File: src/rtl/cpu_boot_ctrl_pkg.sv
// Shared definitions for the CPU boot/run sequencer: FSM encoding and default widths
// that match the 8-bit CPU core and its memory.
package cpu_boot_ctrl_pkg;

  localparam int DEF_DATA_W = 8;
  localparam int DEF_ADDR_W = 8;
  localparam int DEF_CNT_W  = 16;

  typedef enum logic [2:0] {
    ST_IDLE    = 3'd0,
    ST_LOAD    = 3'd1,
    ST_RELEASE = 3'd2,
    ST_RUN     = 3'd3,
    ST_DONE    = 3'd4
  } boot_state_t;

endpackage

File: src/rtl/cpu_boot_ctrl_if.sv
// Image stream (valid/ready) plus CPU memory write port of the boot sequencer.
// The controller side uses the slave modport; the host/memory side uses master.
interface cpu_boot_ctrl_if
  import cpu_boot_ctrl_pkg::*;
#(
  parameter int DATA_W = DEF_DATA_W,
  parameter int ADDR_W = DEF_ADDR_W
);
  logic              s_valid;
  logic [DATA_W-1:0] s_data;
  logic              s_ready;
  logic              mem_we;
  logic [ADDR_W-1:0] mem_addr;
  logic [DATA_W-1:0] mem_wdata;

  modport master (output s_valid, s_data, input s_ready, mem_we, mem_addr, mem_wdata);
  modport slave  (input s_valid, s_data, output s_ready, mem_we, mem_addr, mem_wdata);
endinterface

File: src/rtl/cpu_boot_ctrl_wdog_counter.sv
// Saturating run-cycle counter with a terminal flag raised in the run cycle whose
// increment makes the count reach WDOG_CYCLES.
module cpu_wdog_counter #(
  parameter int CNT_W       = 16,
  parameter int WDOG_CYCLES = 1000
) (
  input  logic             clk,
  input  logic             reset_n,
  input  logic             clr_i,
  input  logic             en_i,
  output logic [CNT_W-1:0] cnt_o,
  output logic             term_o
);
  localparam logic [CNT_W-1:0] TERM_M1 = CNT_W'(WDOG_CYCLES - 1);

  logic [CNT_W-1:0] cnt_q;

  always_ff @(posedge clk or negedge reset_n) begin
    if (!reset_n) begin
      cnt_q <= '0;
    end else if (clr_i) begin
      cnt_q <= '0;
    end else if (en_i && (cnt_q != '1)) begin
      cnt_q <= cnt_q + 1'b1;
    end
  end

  assign cnt_o  = cnt_q;
  assign term_o = en_i && (cnt_q == TERM_M1);
endmodule

File: src/rtl/cpu_boot_ctrl.sv
// Boot/run sequencer: holds the CPU in reset while streaming an image into its memory,
// releases it, then watches halt under a watchdog and reports the outcome.
module cpu_boot_ctrl
  import cpu_boot_ctrl_pkg::*;
#(
  parameter int DATA_W      = DEF_DATA_W,
  parameter int ADDR_W      = DEF_ADDR_W,
  parameter int CNT_W       = DEF_CNT_W,
  parameter int WDOG_CYCLES = 1000
) (
  input  logic              clk,
  input  logic              reset_n,
  cpu_boot_ctrl_if.slave    bus,
  input  logic              start,
  input  logic              abort,
  input  logic [ADDR_W:0]   load_len,
  input  logic              cpu_halt,
  output logic              cpu_reset,
  output logic              busy,
  output logic              done,
  output logic              halted,
  output logic              timeout,
  output logic [CNT_W-1:0]  cycle_count
);
  boot_state_t       state_q, state_d;
  logic [ADDR_W-1:0] addr_q, addr_d;
  logic [ADDR_W:0]   rem_q, rem_d;
  logic              cpu_reset_q, cpu_reset_d;
  logic              halted_q, halted_d;
  logic              timeout_q, timeout_d;
  logic              done_q;
  logic              we_q;
  logic [ADDR_W-1:0] waddr_q;
  logic [DATA_W-1:0] wdata_q;
  logic              go, accept, term;

  assign go          = start && !abort && (state_q == ST_IDLE || state_q == ST_DONE);
  assign bus.s_ready = (state_q == ST_LOAD);
  assign accept      = bus.s_ready && bus.s_valid;
  assign busy        = (state_q == ST_LOAD) || (state_q == ST_RELEASE) || (state_q == ST_RUN);

  cpu_wdog_counter #(
    .CNT_W       (CNT_W),
    .WDOG_CYCLES (WDOG_CYCLES)
  ) u_wdog (
    .clk     (clk),
    .reset_n (reset_n),
    .clr_i   (go),
    .en_i    (state_q == ST_RUN),
    .cnt_o   (cycle_count),
    .term_o  (term)
  );

  always_comb begin
    state_d     = state_q;
    addr_d      = addr_q;
    rem_d       = rem_q;
    cpu_reset_d = cpu_reset_q;
    halted_d    = halted_q;
    timeout_d   = timeout_q;
    if (go) begin
      halted_d    = 1'b0;
      timeout_d   = 1'b0;
      addr_d      = '0;
      rem_d       = load_len;
      cpu_reset_d = 1'b1;
      state_d     = (load_len != '0) ? ST_LOAD : ST_RELEASE;
    end else if (abort) begin
      state_d     = ST_IDLE;
      cpu_reset_d = 1'b1;
    end else begin
      case (state_q)
        ST_LOAD: begin
          if (accept) begin
            // addr wraps naturally for a full 2**ADDR_W image
            addr_d = addr_q + 1'b1;
            rem_d  = rem_q - 1'b1;
            if (rem_q == (ADDR_W+1)'(1)) state_d = ST_RELEASE;
          end
        end
        ST_RELEASE: begin
          state_d     = ST_RUN;
          cpu_reset_d = 1'b0;
        end
        ST_RUN: begin
          // halt takes priority over a simultaneous watchdog expiry
          if (cpu_halt) begin
            state_d  = ST_DONE;
            halted_d = 1'b1;
          end else if (term) begin
            state_d     = ST_DONE;
            timeout_d   = 1'b1;
            cpu_reset_d = 1'b1;
          end
        end
        default: ;
      endcase
    end
  end

  always_ff @(posedge clk or negedge reset_n) begin
    if (!reset_n) begin
      state_q     <= ST_IDLE;
      addr_q      <= '0;
      rem_q       <= '0;
      cpu_reset_q <= 1'b1;
      halted_q    <= 1'b0;
      timeout_q   <= 1'b0;
      done_q      <= 1'b0;
      we_q        <= 1'b0;
      waddr_q     <= '0;
      wdata_q     <= '0;
    end else begin
      state_q     <= state_d;
      addr_q      <= addr_d;
      rem_q       <= rem_d;
      cpu_reset_q <= cpu_reset_d;
      halted_q    <= halted_d;
      timeout_q   <= timeout_d;
      done_q      <= (state_d == ST_DONE) && (state_q != ST_DONE);
      we_q        <= accept;
      if (accept) begin
        waddr_q <= addr_q;
        wdata_q <= bus.s_data;
      end
    end
  end

  assign bus.mem_we    = we_q;
  assign bus.mem_addr  = waddr_q;
  assign bus.mem_wdata = wdata_q;
  assign cpu_reset     = cpu_reset_q;
  assign halted        = halted_q;
  assign timeout       = timeout_q;
  assign done          = done_q;
endmodule

File: src/flat_wrapper.sv
// flat-port wrapper written by rule: the top's interface ports become plain ports
module cpu_boot_ctrl_flat import cpu_boot_ctrl_pkg::*;
#(
  parameter int DATA_W      = DEF_DATA_W,
  parameter int ADDR_W      = DEF_ADDR_W,
  parameter int CNT_W       = DEF_CNT_W,
  parameter int WDOG_CYCLES = 1000
)
  (clk, reset_n, start, abort, load_len, cpu_halt, cpu_reset, busy, done, halted, timeout, cycle_count, bus_s_valid, bus_s_data, bus_s_ready, bus_mem_we, bus_mem_addr, bus_mem_wdata);
  cpu_boot_ctrl_if #(.DATA_W(DATA_W), .ADDR_W(ADDR_W)) bus_i ();
  input  logic clk;
  input  logic reset_n;
  input  logic start;
  input  logic abort;
  input  logic [ADDR_W:0] load_len;
  input  logic cpu_halt;
  output logic cpu_reset;
  output logic busy;
  output logic done;
  output logic halted;
  output logic timeout;
  output logic [CNT_W-1:0] cycle_count;
  input wire logic [$bits(bus_i.s_valid)-1:0] bus_s_valid;
  input wire logic [$bits(bus_i.s_data)-1:0] bus_s_data;
  output wire logic [$bits(bus_i.s_ready)-1:0] bus_s_ready;
  output wire logic [$bits(bus_i.mem_we)-1:0] bus_mem_we;
  output wire logic [$bits(bus_i.mem_addr)-1:0] bus_mem_addr;
  output wire logic [$bits(bus_i.mem_wdata)-1:0] bus_mem_wdata;
  assign bus_i.s_valid = bus_s_valid;
  assign bus_i.s_data = bus_s_data;
  assign bus_s_ready = bus_i.s_ready;
  assign bus_mem_we = bus_i.mem_we;
  assign bus_mem_addr = bus_i.mem_addr;
  assign bus_mem_wdata = bus_i.mem_wdata;
  cpu_boot_ctrl #(.DATA_W(DATA_W), .ADDR_W(ADDR_W), .CNT_W(CNT_W), .WDOG_CYCLES(WDOG_CYCLES)) u_core (.clk(clk), .reset_n(reset_n), .bus(bus_i), .start(start), .abort(abort), .load_len(load_len), .cpu_halt(cpu_halt), .cpu_reset(cpu_reset), .busy(busy), .done(done), .halted(halted), .timeout(timeout), .cycle_count(cycle_count));
endmodule
File: config.mk
export PLATFORM = sky130hd
export DESIGN_NAME = cpu_boot_ctrl_flat
export DESIGN_NICKNAME = d
export VERILOG_FILES = /design/src/rtl/cpu_boot_ctrl_pkg.sv /design/src/rtl/cpu_boot_ctrl_if.sv /design/src/rtl/cpu_boot_ctrl_wdog_counter.sv /design/src/rtl/cpu_boot_ctrl.sv /design/src/flat_wrapper.sv
export SDC_FILE = /design/constraint.sdc
export NUM_CORES = 1
export LEC_CHECK = 0
export BUFFER_PORTS_ARGS = -buffer_cell sky130_fd_sc_hd__buf_2
export CAP_MARGIN = 5
export CORE_MARGIN = 5
export CORE_UTILIZATION = 45
export DETAILED_ROUTE_END_ITERATION = 16
export PLACE_DENSITY = 0.68
export RECOVER_POWER = 25
export SLEW_MARGIN = 20
export SYNTH_ARGS = -nofsm -noshare
export SYNTH_HDL_FRONTEND = slang
export SYNTH_SLANG_ARGS = --single-unit
File: constraint.sdc
create_clock -name clk -period 2.1 [get_ports clk]
set_clock_uncertainty 0.2 [all_clocks]
set_input_delay 0 -clock clk [delete_from_list [all_inputs] [get_ports clk]]
set_output_delay 0 -clock clk [all_outputs]
set_load 0.03 [all_outputs]
After elaboration in Yosys (flattened, before gate mapping)

Index checks and enable logic that the tools add are counted.

Add/sub/neg operators: 3
Equality and inequality tests: 13
Mux-type cells: 30
Reduce and logical (&&, ||, !) cells: 23

Operators with widths:

| kind                                                                    | count |
|---|---|
| 9-bit 2-to-1 mux                                                        | 4 |
| 16-bit 2-to-1 mux                                                       | 2 |
| 8-bit 2-to-1 mux                                                        | 4 |
| 3-bit 2-to-1 mux                                                        | 6 |
| 16-bit by 1-bit adder with 16-bit output, second input constant         | 1 |
| 16-bit by 10-bit equality test with 1-bit output, second input constant | 1 |
| 16-bit inequality test, second input constant                           | 1 |
| 2-bit nonzero test                                                      | 6 |
| 1-bit 2-to-1 mux                                                        | 11 |
| 9-bit by 1-bit equality test with 1-bit output, second input constant   | 1 |
| 3-bit one-hot mux with 3 select lines                                   | 1 |
| 3-bit AND reduction                                                     | 3 |
| 9-bit nonzero test                                                      | 1 |
| 9-bit by 1-bit subtractor with 9-bit output, second input constant      | 1 |
| 8-bit by 1-bit adder with 8-bit output, second input constant           | 1 |
| 3-bit by 2-bit equality test with 1-bit output, second input constant   | 2 |
| 3-bit equality test, second input constant                              | 2 |
| 1-bit logical AND                                                       | 6 |
| 2-bit by 1-bit inequality test with 1-bit output, second input constant | 2 |
| 4-bit by 2-bit inequality test with 1-bit output, second input constant | 1 |
| 4-bit by 3-bit inequality test with 1-bit output, second input constant | 1 |
| 4-bit AND reduction                                                     | 1 |
| 4-bit nonzero test                                                      | 1 |
| 3-bit by 1-bit equality test with 1-bit output, second input constant   | 1 |
| 6 further kinds                                                         | 8 |

Register bits: 57
Output and inout port bits: 39

Logic depth before layout (Yosys ltp)

Gate-level depths: netlist of run 1.

Word-level depth: 9
Mapped depth: 7

Modules after synthesis

Synthesis of run 1 repeated with hierarchy kept, for this count alone.

Cell total of the unflattened synthesis: 312
Area, all modules: 2919.0 sq um

Modules (own cells, without submodules):

| module           | times used | cells an instance | area an instance (sq um) |
|---|---|---|---|
| cpu_boot_ctrl    | 1          | 211               | 1953.1 |
| cpu_wdog_counter | 1          | 101               | 965.9 |

Worst setup path after synthesis of run 1

Ideal clock, no wire load.

Path kind: register to register
From: reg u_core.u_wdog.cnt_q[7], in the netlist u_core.u_wdog.cnt_o[7]
To: reg u_core.u_wdog.cnt_q[14], in the netlist u_core.u_wdog.cnt_o[14]
Setup time: 0.066 ns
Arrival: 1.910 ns
Data required time: 1.834 ns
Setup slack: -0.076 ns
Cell stages (with the launch flop): 7
Buffers on the path: 1
Period minus slack after synthesis: 2.176 ns
Path through: dfrtp_1 > nand4_2 > or3_1 > buf_2 > nand3b_4 > or4_1 > nand2_1

Longest elaborated chain between the ends: 3
Elaborated cells between the ends (all ways): 6

Ends and longest elaborated chain:

| item                                                                               | line                                                               | source |
|---|---|---|
| start, declared                                                                    | cpu_boot_ctrl_wdog_counter.sv:16                                   | `logic [CNT_W-1:0] cnt_q;` |
| start signal, assigned                                                             | cpu_boot_ctrl_wdog_counter.sv:24                                   | `cnt_q <= cnt_q + 1'b1;` |
| 16-bit by 1-bit adder with 16-bit output or 16-bit inequality test (tied branches) | cpu_boot_ctrl_wdog_counter.sv:24, cpu_boot_ctrl_wdog_counter.sv:23 |  |
| 16-bit 2-to-1 mux or 1-bit logical AND (tied branches)                             | cpu_boot_ctrl_wdog_counter.sv:23                                   | `end else if (en_i && (cnt_q != '1)) begin` |
| 16-bit 2-to-1 mux or 2-bit nonzero test (tied branches)                            | -                                                                  |  |

Several ways; a longest one is shown, not always the timed one. The select of a mux whose other input is x is not followed.
A chain may end at the register's enable or synchronous reset.

Worst setup path in the final report of run 1

From: reg u_core.state_q[1]
To: reg u_core.rem_q[8]

Elaborated cells between the ends (all ways): 11

RTL lines:

| item                                           | line                 | source |
|---|---|---|
| start, declared                                | cpu_boot_ctrl.sv:25  | `boot_state_t state_q, state_d;` |
| start signal, assigned                         | cpu_boot_ctrl.sv:114 | `state_q <= state_d;` |
| 3-bit by 1-bit equality test with 1-bit output | cpu_boot_ctrl.sv:38  | `assign bus.s_ready = (state_q == ST_LOAD);` |
| 1-bit logical AND                              | cpu_boot_ctrl.sv:39  | `assign accept = bus.s_ready && bus.s_valid;` |
| via u_core.accept                              | cpu_boot_ctrl.sv:35  | `logic go, accept, term;` |
| 2-bit nonzero test (no line)                   | -                    |  |
| 3-bit AND reduction (no line)                  | -                    |  |
| end signal, assigned                           | cpu_boot_ctrl.sv:116 | `rem_q <= rem_d;` |
| end, declared                                  | cpu_boot_ctrl.sv:27  | `logic [ADDR_W:0] rem_q, rem_d;` |

The timed path passes the listed nets, and every way through them passes these cells.

==> results of run 1 <==
## repair_timing
action,in CTS,in global routing
setup endpoints to repair,0,6
gates resized for setup,0,5
hold endpoints to repair,83,0
hold buffers,23,0
## sequential cells by signal, indices dropped and copies added (netlist names)
signal / cells
u_core.addr_q: 8
u_core.bus.mem_wdata: 8
u_core.cpu_reset: 1
u_core.state_q: 3
u_core.bus.mem_we: 1
u_core.rem_q: 9
u_core.done: 1
u_core.halted: 1
u_core.bus.mem_addr: 8
u_core.timeout: 1
u_core.u_wdog.cnt_o: 16
## layer usage
| layer | share of wire (%) | up-vias | wire [um] | track usage, % |
|---|---|---|---|---|
| met1 | 43 | 1160 | 2890 | 23.9 |
| met4 | 0.61 | 0 | 41 | 4.95 |
| met2 | 50 | 71 | 3410 | 32.5 |
| li1 | - | 1200 | - | - |
| met5 | 0 | - | 0 | 0 |
| met3 | 6.4 | 5 | 430 | 5.21 |
## worst paths after layout
path	startpoint	to	slack, ns	cells past startpoint
worst max-delay path	u_core.state_q[1]$_DFF_PN0_	u_core.rem_q[8]$_DFFE_PN0P_	0.11	6
worst min-delay path	reset_n	u_core.cpu_reset$_DFFE_PN1P_	-0.01	2
worst max register to register	u_core.state_q[1]$_DFF_PN0_	u_core.rem_q[8]$_DFFE_PN0P_	0.11	6
worst min register to register	u_core.timeout$_DFFE_PN0P_	u_core.timeout$_DFFE_PN0P_	0.30	2
max in group asynchronous	reset_n	u_core.u_wdog.cnt_o[9]$_DFFE_PN0P_	0.31	3
min in group clk	bus_s_data[5]	u_core.bus.mem_wdata[5]$_DFFE_PN0N_	0.23	3
## critical path: cells and delay by family, from the launching register on
| kind | cells | cell delay, ns |
|---|---|---|
| AO/OA/AOI/OAI | 1 | 0.07 |
| buffers and inverters | 1 | 0.17 |
| AND/OR/NAND/NOR | 3 | 0.79 |
| XOR/XNOR | 1 | 0.17 |
| flip-flops | 1 | 0.47 |
## power by group
part	internal, mW	switching [mW]	leakage [nW]
sequential	1.36	0.216	0.741
combinational	0.589	0.848	0.974
clock	0.570	0.427	0.0981
## layout by cell type, fill, tap and decap left out, types with 2 or more instances in the layout
cell / instances
nor2_1: 32
nand3b_1: 2
dfrtp_2: 6
a31oi_1: 2
clkbuf_8: 10
nor3_1: 8
o211ai_1: 7
clkinv_2: 2
inv_1: 6
or3_1: 3
mux2i_1: 2
buf_4: 23
nor4_1: 6
nand4_1: 6
nand2_1: 28
a21oi_1: 5
and3_1: 4
o21ai_0: 6
buf_2: 61
mux2_2: 16
or4_1: 2
o32a_1: 2
a22o_1: 2
ha_1: 4
dlygate4sd3_1: 23
xor2_1: 13
xnor2_1: 5
o21ai_1: 6
dfrtp_1: 50
nand3_1: 13
## layout make-up
class	count	area, sq um
Clock buffer	10	138
Clock inverter	5	56.3
Fill cell	504	2190
Inverter	7	26.3
Multi-Input combinational cell	197	1320
Sequential cell	57	1440
Tap cell	75	93.8
Timing Repair Buffer	109	733
## logic make-up after synthesis
group | synth area share (%)
multiplexers | 7.17
AO/OA/AOI/OAI | 10.2
adder cells (fa/ha/maj) | 1.79
AND/OR/NAND/NOR | 21.3
XOR/XNOR | 5.65
buffers and inverters | 2.78
flip-flops | 51.1
==> impl_metrics.env, run 1 <==
export IMPL_first_pass_iters=4
export IMPL_syn2layout_area_growth_pct=36.2
export IMPL_outcome="complete, but fails checks"
export IMPL_setup_viol=0
export IMPL_crit_path_max_fanout=8
export IMPL_maxSlewViolCount=0
export IMPL_clkSlewWorstSetupHoldPaths_ns=0.06
export IMPL_hold_class="input port to asynchronous set/reset pin"
export IMPL_grt_setup_unrepaired="no"
export IMPL_whs_ns=-0.0115
export IMPL_vias=2436
export IMPL_netlist_instances=273
export IMPL_final_antenna_net_count=0
export IMPL_synth_main_ff_cell="dfrtp_1"
export IMPL_diodes=0
export IMPL_yosys_warnings=0
export IMPL_fp_dieH_um=88.8
export IMPL_grt_max_degree=38
export IMPL_drv_cap=0
export IMPL_synth_most_common_cell="dfrtp_1"
export IMPL_core_area_sq_mm=0.00599
export IMPL_grt_first_pass_wirelength_um=11500
export IMPL_hold_viol_final=1
export IMPL_syn_area_per_cell_sq_um=10.2
export IMPL_drt_iter0_markers=118
export IMPL_worstPathCellList="nand4bb_1, inv_2, nand3_1, nor4_1, xnor2_1, o21ai_1"
export IMPL_rows=28
export IMPL_grt_overflow_total=0
export IMPL_max_stage_delay_ns=0.47
export IMPL_dp_hpwl_um=4890
export IMPL_yosys_top_cells_area="dfrtp_1, mux2_2, nor2_1"
export IMPL_initial_core_util_pct=46.6
export IMPL_worstSkewPairLatency_ns=0.33
export IMPL_netlist_area_sq_mm=0.00279
export IMPL_drt_drc_violations_left=0
export IMPL_path_class="register to register"
export IMPL_cts_buffer_depth=2
export IMPL_die_w_um=88.8
export IMPL_place_congestion=0.873
export IMPL_clock_fmax_ghz=0.504
export IMPL_syn_nets=300
export IMPL_drive_above_1_share_pct=34.8
export IMPL_ys_seq_elements=57
export IMPL_routed_wl_um=6770
export IMPL_cts_root_buf="clkbuf_8"
export IMPL_critPathLaunchType="register"
export IMPL_period_share_pct=94.6
export IMPL_viasPerCell=5.30
export IMPL_ys_async_sr_fraction_pct=100
export IMPL_io_buffers=61
export IMPL_tns_ns=0
export IMPL_cts_htree_levels=3
export IMPL_grt_use_total_pct=19.1
export IMPL_leakage_nw=1.81
export IMPL_crit_arrival_ns=2.00
export IMPL_clkSinkCount=57
export IMPL_ys_seq_area_share_pct=51.1
export IMPL_pre_cts_slack_ns=0.0967
export IMPL_cts_buffers=9
export IMPL_synth_edf_count=0
export IMPL_boundaryPins=62
export IMPL_period_minus_slack_ns=1.99
export IMPL_stdcell_area_sq_mm=0.00380
export IMPL_power_per_cell_area_mw_per_mm2=1050
export IMPL_grt_pass1_vias=2457
export IMPL_violations="negative hold slack"
export IMPL_cts_tree="done"
export IMPL_wl_per_cell_um=14.7
export IMPL_endpoint_kind="register"
export IMPL_yosys_top_cells_count="dfrtp_1, nor2_1, nand2_1"
export IMPL_synthDistinctLibCells=49
export IMPL_finalPower_mw=4.01
export IMPL_crit_slowest_cell="dfrtp_1"
export IMPL_relSlewSlack_pct=37.3
export IMPL_fin_util_pct=63.5
export IMPL_fin_cells=460
export IMPL_ir_worst_vdd_v=0.000674
export IMPL_finalNetCount=408
export IMPL_cts_setup_buffers=0
export IMPL_synth_top_area_share_pct=50.2
export IMPL_yosysTopAreaCell="dfrtp_1"
export IMPL_cp_required_ns=2.12
export IMPL_place_area_sq_mm=0.00336
export IMPL_tightestPinTransition_ns=0.937
export IMPL_die_area_sq_mm=0.00788
export IMPL_layout_setup_ws_ns=0.114
export IMPL_grt_antenna_before_repair=0
export IMPL_post_place_cells=422
Note: power is estimated with default switching activity, not from simulation.
==> inputs of run 2 (changes only) <==
CORE_ASPECT_RATIO = 2   (was not set)
==> impl_metrics.env, run 2 (same netlist as run 1, synthesis figures left out) <==
export IMPL_tightestPinTransition_ns=0.448
export IMPL_finalNetCount=410
export IMPL_drt_drc_violations_left=0
export IMPL_layout_setup_ws_ns=0.123
export IMPL_place_congestion=0.931
export IMPL_grt_max_degree=58
export IMPL_path_class="register to register"
export IMPL_cts_tree="done"
export IMPL_outcome="finished clean"
export IMPL_diodes=0
export IMPL_final_antenna_net_count=0
export IMPL_relSlewSlack_pct=69.9
export IMPL_syn2layout_area_growth_pct=39.5
export IMPL_max_stage_delay_ns=0.48
export IMPL_ir_worst_vdd_v=0.000670
export IMPL_rows=40
export IMPL_wl_per_cell_um=16.1
export IMPL_worstSkewPairLatency_ns=0.32
export IMPL_grt_first_pass_wirelength_um=12200
export IMPL_critPathLaunchType="register"
export IMPL_final_common_cell="buf_2"
export IMPL_stdcell_area_sq_mm=0.00389
export IMPL_clock_fmax_ghz=0.506
export IMPL_initial_core_util_pct=46.5
export IMPL_grt_use_total_pct=20.2
export IMPL_pre_cts_slack_ns=0.132
export IMPL_viasPerCell=5.51
export IMPL_period_minus_slack_ns=1.98
export IMPL_cts_buffer_depth=2
export IMPL_drv_cap=0
export IMPL_dp_hpwl_um=5270
export IMPL_cts_root_buf="clkbuf_16"
export IMPL_cts_setup_buffers=0
export IMPL_period_share_pct=94.1
export IMPL_largest_reg_flops=16
export IMPL_leakage_nw=1.87
export IMPL_routed_wl_um=7260
export IMPL_drt_iter0_markers=109
export IMPL_cts_htree_levels=3
export IMPL_worstPathCellList="or3b_1, nor2_1, buf_4, nor3_1, a221o_1"
export IMPL_tns_ns=0
export IMPL_core_area_sq_mm=0.00601
export IMPL_fin_util_pct=64.9
export IMPL_cts_buffers=9
export IMPL_die_w_um=65.7
export IMPL_vias=2486
export IMPL_place_area_sq_mm=0.00336
export IMPL_hold_class="input port to asynchronous set/reset pin"
export IMPL_clkSinkCount=57
export IMPL_crit_path_max_fanout=11
export IMPL_first_pass_iters=4
export IMPL_grt_antenna_before_repair=0
export IMPL_io_buffers=61
export IMPL_endpoint_kind="register"
export IMPL_power_per_cell_area_mw_per_mm2=1150
export IMPL_clkSlewWorstSetupHoldPaths_ns=0.05
export IMPL_crit_slowest_cell="or3b_1"
export IMPL_fp_dieH_um=121
export IMPL_crit_arrival_ns=1.98
export IMPL_grt_pass1_vias=2658
export IMPL_final_cell_mix="buf_2, dfrtp_1, nor2_1"
export IMPL_die_area_sq_mm=0.00798
export IMPL_grt_overflow_total=0
export IMPL_drive_above_1_share_pct=34.0
export IMPL_boundaryPins=62
export IMPL_hold_viol_final=0
export IMPL_setup_viol=0
export IMPL_maxSlewViolCount=0
export IMPL_cp_required_ns=2.10
run 2: worst paths after layout:
check | depth (start not counted) | start | endpoint | slack [ns]
setup reg to reg | 5 | u_core.state_q[0]$_DFF_PN0_ | u_core.rem_q[5]$_DFFE_PN0P_ | 0.12
hold / removal | 3 | reset_n | u_core.u_wdog.cnt_o[15]$_DFFE_PN0P_ | 0.04
setup / recovery | 5 | u_core.state_q[0]$_DFF_PN0_ | u_core.rem_q[5]$_DFFE_PN0P_ | 0.12
min in group clk | 3 | bus_s_data[4] | u_core.bus.mem_wdata[4]$_DFFE_PN0N_ | 0.24
max in group asynchronous | 3 | reset_n | u_core.cpu_reset$_DFFE_PN1P_ | 1.36
hold reg to reg | 1 | u_core.bus.mem_addr[4]$_DFFE_PN0N_ | u_core.bus.mem_addr[4]$_DFFE_PN0N_ | 0.30
run 2: routing by layer:
layer | up-vias | GRT usage (%) | share of wire (%)
li1 | 1196 | - | -
met1 | 1206 | 20.3 | 36
met2 | 65 | 36.1 | 56
met3 | 19 | 5.38 | 4.3
met4 | 0 | 11.3 | 3.4
met5 | - | 0 | 0
run 2: layout make-up:
class	instances	area, sq um
clock buffer	14	264
clock inverter	2	37.5
fill	496	2110
inverter	7	26.3
multi-input combinational	197	1310
sequential	57	1440
tap	63	78.8
timing repair buffer	111	747
run 2: critical path: cells and delay by family, from the launching register on:
kind / cells / cell delay (ns)
compound gates: 1 / 0.27
buf+inv: 1 / 0.21
simple gates: 3 / 0.74
flops: 1 / 0.43
run 2: through the flow:
step	hold WS (ns)	std cells	total power [mW]
after detailed placement	-0.176	413	3.00
after global routing	0.0888	451	4.75
after floorplan	-0.496	273	2.50
after global placement	-0.174	413	2.96
final	0.0439	451	4.48
after CTS	0.00978	451	4.53
run 2: timing repair:
| item | in CTS | in global routing |
|---|---|---|
| setup endpoints to repair | 0 | 6 |
| endpoints found under the hold margin | 83 | 0 |
| hold buffers | 22 | 0 |
| gates resized for setup | 0 | 3 |
run 2: power breakdown:
| part | switching, mW | total [mW] | internal [mW] |
|---|---|---|---|
| clock network | 0.477 | 1.46 | 0.982 |
| logic | 0.872 | 1.46 | 0.591 |
| registers | 0.190 | 1.55 | 1.36 |
==> inputs of run 3 (changes only) <==
CELL_PAD_IN_SITES_DETAIL_PLACEMENT = 1   (was not set)
CELL_PAD_IN_SITES_GLOBAL_PLACEMENT = 1   (was not set)
CORE_UTILIZATION = 41   (was 45)
PLACE_DENSITY = not set   (was 0.68)
PLACE_DENSITY_LB_ADDON = 0.1   (was not set)
==> impl_metrics.env, run 3 (same netlist as run 1, synthesis figures left out) <==
export IMPL_outcome="finished clean"
export IMPL_relSlewSlack_pct=48.2
export IMPL_clkSinkCount=57
export IMPL_cp_required_ns=2.17
export IMPL_final_antenna_net_count=0
export IMPL_stdcell_area_sq_mm=0.00393
export IMPL_first_pass_iters=4
export IMPL_whs_ns=0.194
export IMPL_boundaryPins=62
export IMPL_place_congestion=0.853
export IMPL_cts_root_buf="clkbuf_16"
export IMPL_endpoint_kind="register"
export IMPL_period_minus_slack_ns=2.00
export IMPL_drt_iter0_markers=67
export IMPL_hold_class="input port to asynchronous set/reset pin"
export IMPL_viasPerCell=5.42
export IMPL_cts_setup_buffers=0
export IMPL_ir_worst_vdd_v=0.000896
export IMPL_clkSlewWorstSetupHoldPaths_ns=0.05
export IMPL_fp_dieH_um=127
export IMPL_dp_hpwl_um=6220
export IMPL_layout_setup_ws_ns=0.0975
export IMPL_worstSkewPairLatency_ns=0.33
export IMPL_grt_pass1_vias=2880
export IMPL_io_buffers=61
export IMPL_hold_viol_final=0
export IMPL_crit_path_max_fanout=5
export IMPL_cts_buffers=9
export IMPL_rows=42
export IMPL_critPathLaunchType="register"
export IMPL_grt_max_degree=31
export IMPL_power_per_cell_area_mw_per_mm2=1160
export IMPL_crit_arrival_ns=2.07
export IMPL_grt_antenna_before_repair=0
export IMPL_fin_util_pct=59.3
export IMPL_final_cell_mix="buf_2, dfrtp_1, nor2_1"
export IMPL_clock_fmax_ghz=0.499
export IMPL_vias=2578
export IMPL_drv_cap=0
export IMPL_grt_overflow_total=0
export IMPL_core_area_sq_mm=0.00662
export IMPL_cts_tree="done"
export IMPL_cts_htree_levels=3
export IMPL_die_w_um=68.4
export IMPL_routed_wl_um=8890
export IMPL_final_common_cell="buf_2"
export IMPL_grt_first_pass_wirelength_um=14300
export IMPL_place_area_sq_mm=0.00338
export IMPL_fillers=777
export IMPL_syn2layout_area_growth_pct=40.6
export IMPL_setup_viol=0
export IMPL_largest_reg_flops=16
export IMPL_wl_per_cell_um=18.7
export IMPL_tightestPinTransition_ns=0.777
export IMPL_initial_core_util_pct=42.2
export IMPL_finalNetCount=410
export IMPL_die_area_sq_mm=0.00866
export IMPL_cts_buffer_depth=2
export IMPL_tns_ns=0
export IMPL_path_class="register to register"
export IMPL_leakage_nw=1.86
export IMPL_period_share_pct=95.4
export IMPL_grt_use_total_pct=22.6
export IMPL_drive_above_1_share_pct=35.6
export IMPL_diodes=0
export IMPL_maxSlewViolCount=0
export IMPL_pre_cts_slack_ns=0.0365
export IMPL_drt_drc_violations_left=0
==> run 3: worst max-delay path, stage by stage, from the launching register on <==
cell and delay (ns):
dfrtp_2 0.41, nand4_2 0.12, or3_1 0.49, nand3b_4 0.21, or4_1 0.43, nand2_1 0.09
==> run 3: per-stage QoR <==
| stage | power (mW) | cells |
|---|---|---|
| after floorplan | 2.50 | 273 |
| after global placement | 2.98 | 438 |
| final | 4.56 | 476 |
| after CTS | 4.57 | 476 |
| after detailed placement | 3.03 | 438 |
| after global routing | 4.82 | 476 |
==> run 3: power by group <==
group	switching (mW)	internal [mW]
combinational	0.912	0.596
clock	0.523	0.950
sequential	0.216	1.36
==> run 3: cell type report <==
cell class | instances | area, sq um | area share, %
inverter | 7 | 26.3 | 0.669
timing repair buffer | 111 | 729 | 18.6
clock inverter | 6 | 67.6 | 1.72
multi-input combinational | 197 | 1320 | 33.6
sequential | 57 | 1440 | 36.6
tap | 88 | 110 | 2.80
clock buffer | 10 | 239 | 6.09
==> run 3: per-layer routing <==
layer / wire [um] / up-vias / GRT usage (%)
met5: 0 / - / 0
met4: 347 / 0 / 11.5
met3: 317 / 24 / 5.04
met2: 5070 / 64 / 40.5
met1: 3150 / 1290 / 23.3
li1: - / 1200 / -
==> run 3: final timing paths <==
kind                                                             to  slack (ns)                          startpoint  cells past startpoint
worst min-delay path             u_core.u_wdog.cnt_o[6]$_DFFE_PN0P_        0.19                             reset_n                      3
worst max-delay path            u_core.u_wdog.cnt_o[14]$_DFFE_PN0P_         0.1  u_core.u_wdog.cnt_o[7]$_DFFE_PN0P_                      5
max in group asynchronous              u_core.addr_q[4]$_DFFE_PN0P_        0.99                             reset_n                      3
worst min register to register   u_core.u_wdog.cnt_o[2]$_DFFE_PN0P_        0.30  u_core.u_wdog.cnt_o[2]$_DFFE_PN0P_                      1
min in group clk                        u_core.rem_q[0]$_DFFE_PN0P_        0.24                         load_len[0]                      4
worst max register to register  u_core.u_wdog.cnt_o[14]$_DFFE_PN0P_         0.1  u_core.u_wdog.cnt_o[7]$_DFFE_PN0P_                      5
==> run 3: timing repair <==
action	in CTS	in global routing
hold endpoints to repair	81	0
setup endpoints to repair	1	7
gates resized for setup	1	4
pin swaps	0	1
hold buffers	22	0
